==> config.mk <==
export PLATFORM = sky130hd
export DESIGN_NAME = fetch_sequencer
export DESIGN_NICKNAME = d
export VERILOG_FILES = /design/src/rtl/fetch_pkg.sv /design/src/rtl/le_word_assembler.sv /design/src/rtl/fetch_sequencer.sv
export SDC_FILE = /design/constraint.sdc
export NUM_CORES = 1
export LEC_CHECK = 0
export ABC_CLOCK_PERIOD_IN_PS = 2960
export BUFFER_PORTS_ARGS = -buffer_cell sky130_fd_sc_hd__buf_4
export CAP_MARGIN = 20
export CORE_ASPECT_RATIO = 0.9
export CORE_UTILIZATION = 35
export DETAILED_ROUTE_END_ITERATION = 16
export PLACE_DENSITY = 0.55
export SYNTH_ARGS = -nofsm -noshare
export SYNTH_HDL_FRONTEND = slang
export SYNTH_SLANG_ARGS = --single-unit
==> constraint.sdc <==
create_clock -name clk -period 2.96 [get_ports clk]
set_input_delay 0.444 -clock clk [delete_from_list [all_inputs] [get_ports clk]]
set_output_delay 0.444 -clock clk [all_outputs]
set_load 0.03 [all_outputs]
==> src/rtl/fetch_pkg.sv <==
// Shared types and constants for the byte-serial instruction fetch path.
package fetch_pkg;

    localparam int WORD_BYTES = 4;
    localparam int LANE_W     = 2;

    typedef enum logic [2:0] {
        IDLE  = 3'd0,
        FETCH = 3'd1,
        WAIT  = 3'd2,
        HOLD  = 3'd3,
        ERR   = 3'd4
    } state_t;

endpackage

==> src/rtl/le_word_assembler.sv <==
// Collects byte returns into a 32-bit little-endian word, one lane per write.
module le_word_assembler
    import fetch_pkg::*;
(
    input  logic              clk,
    input  logic              rst_n,
    input  logic              clear,
    input  logic              wr_en,
    input  logic [LANE_W-1:0] lane,
    input  logic [7:0]        wr_data,
    output logic [31:0]       word
);

    logic [7:0] lanes [WORD_BYTES];

    always_ff @(posedge clk or negedge rst_n) begin
        if (!rst_n) begin
            for (int i = 0; i < WORD_BYTES; i++) lanes[i] <= '0;
        end else if (clear) begin
            for (int i = 0; i < WORD_BYTES; i++) lanes[i] <= '0;
        end else if (wr_en) begin
            lanes[lane] <= wr_data;
        end
    end

    // The lane being written shows through immediately, so the final byte can be captured on arrival.
    always_comb begin
        word = '0;
        for (int i = 0; i < WORD_BYTES; i++) begin
            word[8*i +: 8] = (wr_en && !clear && lane == LANE_W'(i)) ? wr_data : lanes[i];
        end
    end

endmodule

==> src/rtl/fetch_sequencer.sv <==
// Fetches one 32-bit instruction as four byte reads, hands it to decode, and follows redirects.
module fetch_sequencer
    import fetch_pkg::*;
#(
    parameter int                ADDR_W   = 32,
    parameter logic [ADDR_W-1:0] RESET_PC = '0
) (
    input  logic              clk,
    input  logic              rst_n,
    output logic              mem_en,
    output logic [ADDR_W-1:0] mem_addr,
    input  logic [7:0]        mem_rdata,
    output logic              inst_valid,
    input  logic              inst_ready,
    output logic [31:0]       inst_data,
    output logic [ADDR_W-1:0] inst_pc,
    input  logic              redirect_valid,
    input  logic [ADDR_W-1:0] redirect_pc,
    output logic              misalign_err
);

    state_t              state;
    logic [ADDR_W-1:0]   pc;
    logic [LANE_W-1:0]   byte_idx;
    logic [LANE_W-1:0]   rd_idx;
    logic                rd_pending;
    logic [31:0]         asm_word;
    logic                redirect_aligned;
    logic                asm_wr_en;

    assign redirect_aligned = (redirect_pc[1:0] == 2'b00);
    assign asm_wr_en        = rd_pending && !redirect_valid;

    le_word_assembler u_asm (
        .clk     (clk),
        .rst_n   (rst_n),
        .clear   (redirect_valid),
        .wr_en   (asm_wr_en),
        .lane    (rd_idx),
        .wr_data (mem_rdata),
        .word    (asm_word)
    );

    // A redirect overrides everything, including a same-cycle handshake's pc+4.
    always_ff @(posedge clk or negedge rst_n) begin
        if (!rst_n) begin
            state        <= IDLE;
            pc           <= RESET_PC;
            byte_idx     <= '0;
            rd_idx       <= '0;
            rd_pending   <= 1'b0;
            mem_en       <= 1'b0;
            mem_addr     <= '0;
            inst_valid   <= 1'b0;
            inst_data    <= '0;
            inst_pc      <= '0;
            misalign_err <= 1'b0;
        end else if (redirect_valid) begin
            inst_valid <= 1'b0;
            byte_idx   <= '0;
            rd_pending <= 1'b0;
            if (redirect_aligned) begin
                pc           <= redirect_pc;
                misalign_err <= 1'b0;
                state        <= FETCH;
                mem_en       <= 1'b1;
                mem_addr     <= redirect_pc;
            end else begin
                misalign_err <= 1'b1;
                state        <= ERR;
                mem_en       <= 1'b0;
            end
        end else begin
            rd_pending <= mem_en;
            rd_idx     <= byte_idx;
            case (state)
                IDLE: begin
                    state    <= FETCH;
                    mem_en   <= 1'b1;
                    mem_addr <= pc;
                    byte_idx <= '0;
                end
                FETCH: begin
                    if (byte_idx == LANE_W'(WORD_BYTES - 1)) begin
                        mem_en   <= 1'b0;
                        byte_idx <= '0;
                        state    <= WAIT;
                    end else begin
                        byte_idx <= byte_idx + LANE_W'(1);
                        mem_addr <= mem_addr + ADDR_W'(1);
                    end
                end
                WAIT: begin
                    inst_data  <= asm_word;
                    inst_pc    <= pc;
                    inst_valid <= 1'b1;
                    state      <= HOLD;
                end
                HOLD: begin
                    if (inst_ready) begin
                        pc         <= pc + ADDR_W'(WORD_BYTES);
                        inst_valid <= 1'b0;
                        state      <= FETCH;
                        mem_en     <= 1'b1;
                        mem_addr   <= pc + ADDR_W'(WORD_BYTES);
                        byte_idx   <= '0;
                    end
                end
                ERR: begin
                    mem_en     <= 1'b0;
                    inst_valid <= 1'b0;
                end
                default: begin
                    state  <= IDLE;
                    mem_en <= 1'b0;
                end
            endcase
        end
    end

endmodule

======== Word level (Yosys, flattened, before mapping) ========
Index checks and enable logic that the tools add are counted.
operators by class
  multiplexer cells ....................... 35
  reductions and logical operators ........ 23
  add/sub/neg operators ................... 3
  bitwise operators ....................... 2
  order comparisons ....................... 2
  eq/ne operators ......................... 14
operators with widths
  cell                     number
  $mux W32                 8
  $pmux W32 S3             1
  $mux W8                  5
  $add A32 B1 Y32 const B  1
  $add A32 B3 Y32 const B  1
  $bwmux W32               1
  $demux W8 S2             1
  $pmux W3 S5              1
  $mux W3                  4
  $ne A3 B3 Y1 const B     3
  $reduce_and A3 Y1        3
  $mux W1                  8
  $reduce_bool A4 Y1       2
  $logic_and A1 B1 Y1      7
  $eq A2 B2 Y1 const B     3
  $eq A3 B2 Y1 const B     2
  $mux W2                  3
  $pmux W2 S3              1
  $reduce_and A2 Y1        3
  $reduce_bool A2 Y1       3
  $logic_not A2 Y1         2
  $ne A2 B2 Y1 const B     2
  $pmux W1 S4              1
  $reduce_and A4 Y1        1
  12 further kinds         12
word-level totals
  register bits ........................... 171
  output and inout bits ................... 99
  word-level logic and storage cells ...... 94

======== Logic depth before layout (Yosys ltp) ========
  word-level depth ........................ 8
  depth in mapped cells ................... 10

======== By module ========
Synthesis repeated with hierarchy kept, for this count alone.
unflattened totals
  cells, all modules ...................... 992
  area, all modules ....................... 9560.4 um^2
modules (own cells, without submodules)
  module             sequential area each (um^2)  cells each  instances  area an instance (um^2)
  fetch_sequencer    3478.3                       823         1          7709.9
  le_word_assembler  800.8                        169         1          1850.5

======== Worst setup path after synthesis ========
Ideal clock, no wire load.
  path type ............................... register to register
  start ................................... reg pc[2]
  end ..................................... reg mem_addr[18]
  clock period less this slack ............ 2067 ps
  stages on the path, launching flop included .. 8
  data arrival time ....................... 1933 ps
  setup slack ............................. 893 ps
  data required time ...................... 2826 ps
  cell sequence ........................... dfrtp_1 > ha_1 > and4_1 > nand4_4 > nor2b_1 > mux2_2 > a221oi_1 > o211ai_1
between the ends
  cells in the longest elaborated chain, start to end .. 4
RTL lines
  what                    line                    text
  from (decl)             fetch_sequencer.sv:23   logic [ADDR_W-1:0] pc;
  from (signal assigned)  fetch_sequencer.sv:63   pc <= redirect_pc;
  from (signal assigned)  fetch_sequencer.sv:101  pc <= pc + ADDR_W'(WORD_BYTES);
  $add A32 B3 Y32         fetch_sequencer.sv:105  mem_addr <= pc + ADDR_W'(WORD_BYTES);
  $mux W32                fetch_sequencer.sv:100  if (inst_ready) begin
  $pmux W32 S3            fetch_sequencer.sv:76   case (state)
  $mux W32                fetch_sequencer.sv:58   end else if (redirect_valid) begin
  to (signal assigned)    fetch_sequencer.sv:67   mem_addr <= redirect_pc;
  to (signal assigned)    fetch_sequencer.sv:80   mem_addr <= pc;
  to (signal assigned)    fetch_sequencer.sv:105
  to (decl)               fetch_sequencer.sv:11   output logic [ADDR_W-1:0] mem_addr,
No other way between the ends. The select of a mux whose other input is x is not followed.
A chain may end at the register's enable or synchronous reset.

======== Worst setup path in the final report ========
  start ................................... reg state[0]
  end ..................................... reg mem_addr[3]
between the ends
  cells in the longest elaborated chain, start to end .. 3
  elaborated cells on any way between the ends .. 9
RTL lines
  what                                                                   line                   text
  from (decl)                                                            fetch_sequencer.sv:22  state_t state;
  from (signal assigned)                                                 fetch_sequencer.sv:47  state <= IDLE;
  from (signal assigned)                                                 fetch_sequencer.sv:65  state <= FETCH;
  from (signal assigned)                                                 fetch_sequencer.sv:70  state <= ERR;
  $eq A3 B1 Y1 (tied with other cells)                                   fetch_sequencer.sv:76
  $ne A3 B3 Y1 (no source line) (tied with other cells)                  n/a
  $reduce_and A4 Y1 (no source line) / $mux W32 (equally long branches)  n/a
  to (signal assigned)                                                   fetch_sequencer.sv:67
  to (signal assigned)                                                   fetch_sequencer.sv:80
  to (signal assigned)                                                   fetch_sequencer.sv:90  mem_addr <= mem_addr + ADDR_W'(1);
Parallel ways exist; a longest one is shown, timed or not.

==> impl_results.rst <==
.. list-table::
   :header-rows: 1

   * - Metric
     - Value
   * - Max-Slew Margin vs Limit
     - 48.0%
   * - Number of max-capacitance violations reported
     - 0
   * - Summed negative setup slack over all endpoints
     - 0 ps
   * - Detailed Route Iter0 Violations
     - 631
   * - Worst IR drop on VDD
     - 0.333 mV
   * - Synth top area cells
     - dfrtp_1 (46%), a21oi_1 (5.6%), mux2_2 (4.4%), nor2_1 (4.1%), mux2i_1 (3.7%)
   * - I/O pin total
     - 143
   * - Category of the worst setup path launch point
     - flip-flop
   * - Vias per cell
     - 5.56
   * - Die area
     - 0.0275 mm^2
   * - Primary flip-flop cell chosen by synthesis mapping
     - dfrtp_1
   * - Port Buf Inserts
     - 142
   * - Remaining antenna violation count after routing
     - 0
   * - Overall track demand over capacity in global routing
     - 21.1%
   * - Total wire length
     - 28.5 mm
   * - Total power per unit cell area
     - 547 mW/mm^2
   * - Die Y-Extent
     - 157 um
   * - Effective utilization at floorplan
     - 35.8%
   * - Clock sink count
     - 171
   * - CTS buffer count
     - 17
   * - Transition time of the tightest slew-check pin
     - 776 ps
   * - Overall power
     - 6.23 mW
   * - CTS Root Cell
     - clkbuf_16
   * - Register bit total from synthesis
     - 171
   * - Remaining design rule violation count
     - 0
   * - DR vias
     - 8,054
   * - Worst reg-to-reg path cell count
     - 6
   * - CTS tree
     - built
   * - Final setup viols
     - 0
   * - Count of synthesis-stage warnings from yosys
     - 0
   * - Number of enable flip-flop cells after synthesis
     - 0
   * - Post-Syn Instances
     - 974
   * - Top achievable clock speed
     - 403 MHz
   * - Proportion of synthesized flip-flops having asynchronous set or reset
     - 100%
   * - Synth top area share
     - 45.6%
   * - Final HPWL from detailed placement
     - 19.7 mm
   * - Run status
     - finished clean
   * - Routed length per placed instance
     - 19.7 um
   * - Leakage
     - 5.02 nW
   * - Critical path endpoint category
     - flip-flop
   * - H-tree depth reported by CTS
     - 4
   * - Drt pass-1 iters
     - 5
   * - Core area
     - 0.0262 mm^2
   * - First-pass GRT wire length
     - 44.4 mm
   * - # rows
     - 56
   * - Unique cell type count in the Yosys netlist
     - 80
   * - Endpoint arrival time on the critical path
     - 2840 ps
   * - Post-route clock period utilization
     - 83.8%
   * - Initial antenna violation count
     - 1
   * - Via count of the first global-routing pass
     - 7,463
   * - GR Overflow Total
     - 0
   * - Pins Over Slew Limit
     - 0
   * - Max FO, Critical Path
     - 11
   * - Routability cong.
     - 0.856
   * - Final Hold Violating Endpoints
     - 0
   * - Number of resized instances in the post-cts repair step
     - 0
   * - Dominant cell type by area after synthesis
     - dfrtp_1
   * - Data required time at the worst endpoint
     - 3320 ps
   * - Mean instance size in the synthesized netlist
     - 9.63 um^2
   * - Fraction of final layout cells with drive strength greater than 1
     - 26.3%
   * - Clock Skews
     - 15.3 ps
   * - RSZ-0062 raised after global routing
     - no
   * - Die Span X
     - 175 um
   * - Post-synthesis instance area
     - 0.00938 mm^2
   * - Post-synth net total
     - 1,021
   * - Time the final worst path needs with I/O delays and setup
     - 2480 ps
   * - Final net count
     - 1,134
   * - CP Class
     - reg2reg
   * - Final antenna diode count
     - 0
   * - Hold Path Cell Cnt
     - 3
   * - Portion of the post-synthesis area used by sequential elements
     - 45.6%
   * - Clk Latency, worst-skew pair
     - 440 ps
   * - CTS clock-pin slew for the worst setup and hold paths
     - 80 ps
   * - Maximum number of pins on one net before global-route repair
     - 84
   * - Synth-to-layout area growth
     - 21.5%
   * - Maximum count of clock buffers along a single path
     - 2
   * - Hold/Removal Path Class
     - in2reg
## area by class of cell
type	count	area, um^2
Fill cell	2614	14800
Multi-Input combinational cell	708	4640
Sequential cell	171	4280
Timing Repair Buffer	178	1390
Tap cell	348	435
Clock buffer	17	425
Clock inverter	15	180
Inverter	11	41.3
## logic make-up after synthesis
family | synth area share [%]
simple gates | 17.6
compound gates | 21.2
xor+xnor | 1.68
buf+inv | 5.00
flops | 45.6
mux | 8.54
fa+ha+maj | 0.400
## per-stage QoR
step	hold WS, ps	utilization (%)	instances	area (um^2)	worst slack (ps)
finish	286	43.5	1448	11400	478
global route	285	43.5	1448	11400	230
CTS	269	43.5	1448	11400	474
detailed placement	446	41.1	1415	10800	502
global placement	448	41.1	1415	10800	557
floorplan	148	-	974	9380	893
## report_power, final
part           total, mW  internal (mW)  switching, mW
logic               1.13          0.429          0.697
clock network       2.34           1.21           1.12
registers           2.76           2.49          0.271
total               6.23           4.14           2.09
## routing by layer
| metal | GRT usage, % | wire length, um | up-vias |
|---|---|---|---|
| met5 | 0 | 12 | - |
| met1 | 30.7 | 13900 | 3966 |
| met4 | 5.22 | 290 | 2 |
| met3 | 3.74 | 1470 | 26 |
| li1 | - | - | 3824 |
| met2 | 32.1 | 12900 | 236 |
## path summary, 6_finish.rpt
| path | endpoint | startpoint | slack (ps) |
|---|---|---|---|
| worst max-delay path | mem_addr[3]$_DFFE_PN0P_ | state[0]$_DFFE_PN0P_ | 480 |
| worst min-delay path | mem_addr[4]$_DFFE_PN0P_ | redirect_pc[4] | 290 |
| worst max register to register | mem_addr[3]$_DFFE_PN0P_ | state[0]$_DFFE_PN0P_ | 480 |
| worst min register to register | u_asm.lanes[20]$_DFFE_PN0P_ | u_asm.lanes[20]$_DFFE_PN0P_ | 500 |
| max in group asynchronous | inst_data[5]$_DFFE_PN0P_ | rst_n | 1610 |
| min in group asynchronous | inst_data[12]$_DFFE_PN0P_ | rst_n | 530 |
## layout by cell type, fill, tap and decap left out, types with 5 or more instances in the layout
cell type,synthesis,layout
buf_4,4,172
dfrtp_1,171,171
a21oi_1,105,105
nor2_1,102,102
o21ai_0,58,58
nand2_1,52,52
nand3_1,39,39
mux2_2,37,37
mux2i_1,35,35
o22ai_1,33,33
a22o_1,32,32
clkbuf_16,0,17
a31oi_1,16,16
and3_1,15,15
nor3_1,13,13
inv_1,10,10
xor2_1,10,10
nand4_1,10,10
and4_1,9,9
a221oi_1,8,8
xnor2_1,8,8
nor4_1,7,7
nor3_4,6,7
nor2b_1,6,6
and2_1,6,6
o21ai_1,6,6
nor3_2,6,5
## worst max-delay path: stages, from the launching register on
cell	delay (ps)
dfrtp_1	590
nor2b_1	550
nand3_1	470
buf_4	310
o32ai_1	270
a21oi_1	60
o21ai_0	160
## Yosys cell counts, types with 4 or more instances
cell      instances
nand4_4           4
nand2_1          52
nor4_1            7
a22oi_1           4
a21oi_1         105
buf_2            35
o21ai_0          58
buf_6             7
buf_4             4
and3_1           15
dfrtp_1         171
a21o_1            4
nor2_1          102
nand3_1          39
nor2b_1           6
a31oi_1          16
xor2_1           10
mux2_2           37
clkbuf_1         28
xnor2_1           8
mux2i_1          35
a22o_1           32
o31ai_1           4
or3_1             4
nor3_1           13
nor3_4            6
o21bai_1          4
inv_1            10
buf_1             9
nor3_2            6
a221oi_1          8
and4_1            9
a31o_2            4
nand4_1          10
o21ai_1           6
o22ai_1          33
and2_1            6
## state kept, by name, summed over array words and instances (netlist names)
register	flops
u_asm.lanes	32
state	3
mem_addr	32
inst_pc	32
rd_idx	2
misalign_err	1
pc	32
rd_pending	1
inst_data	32
inst_valid	1
mem_en	1
byte_idx	2
## timing repair
action	CTS	global route
hold buffers	1	0
endpoints found under the hold margin	13	0
setup buffers	0	0
Power figures use the tool's default switching activity.
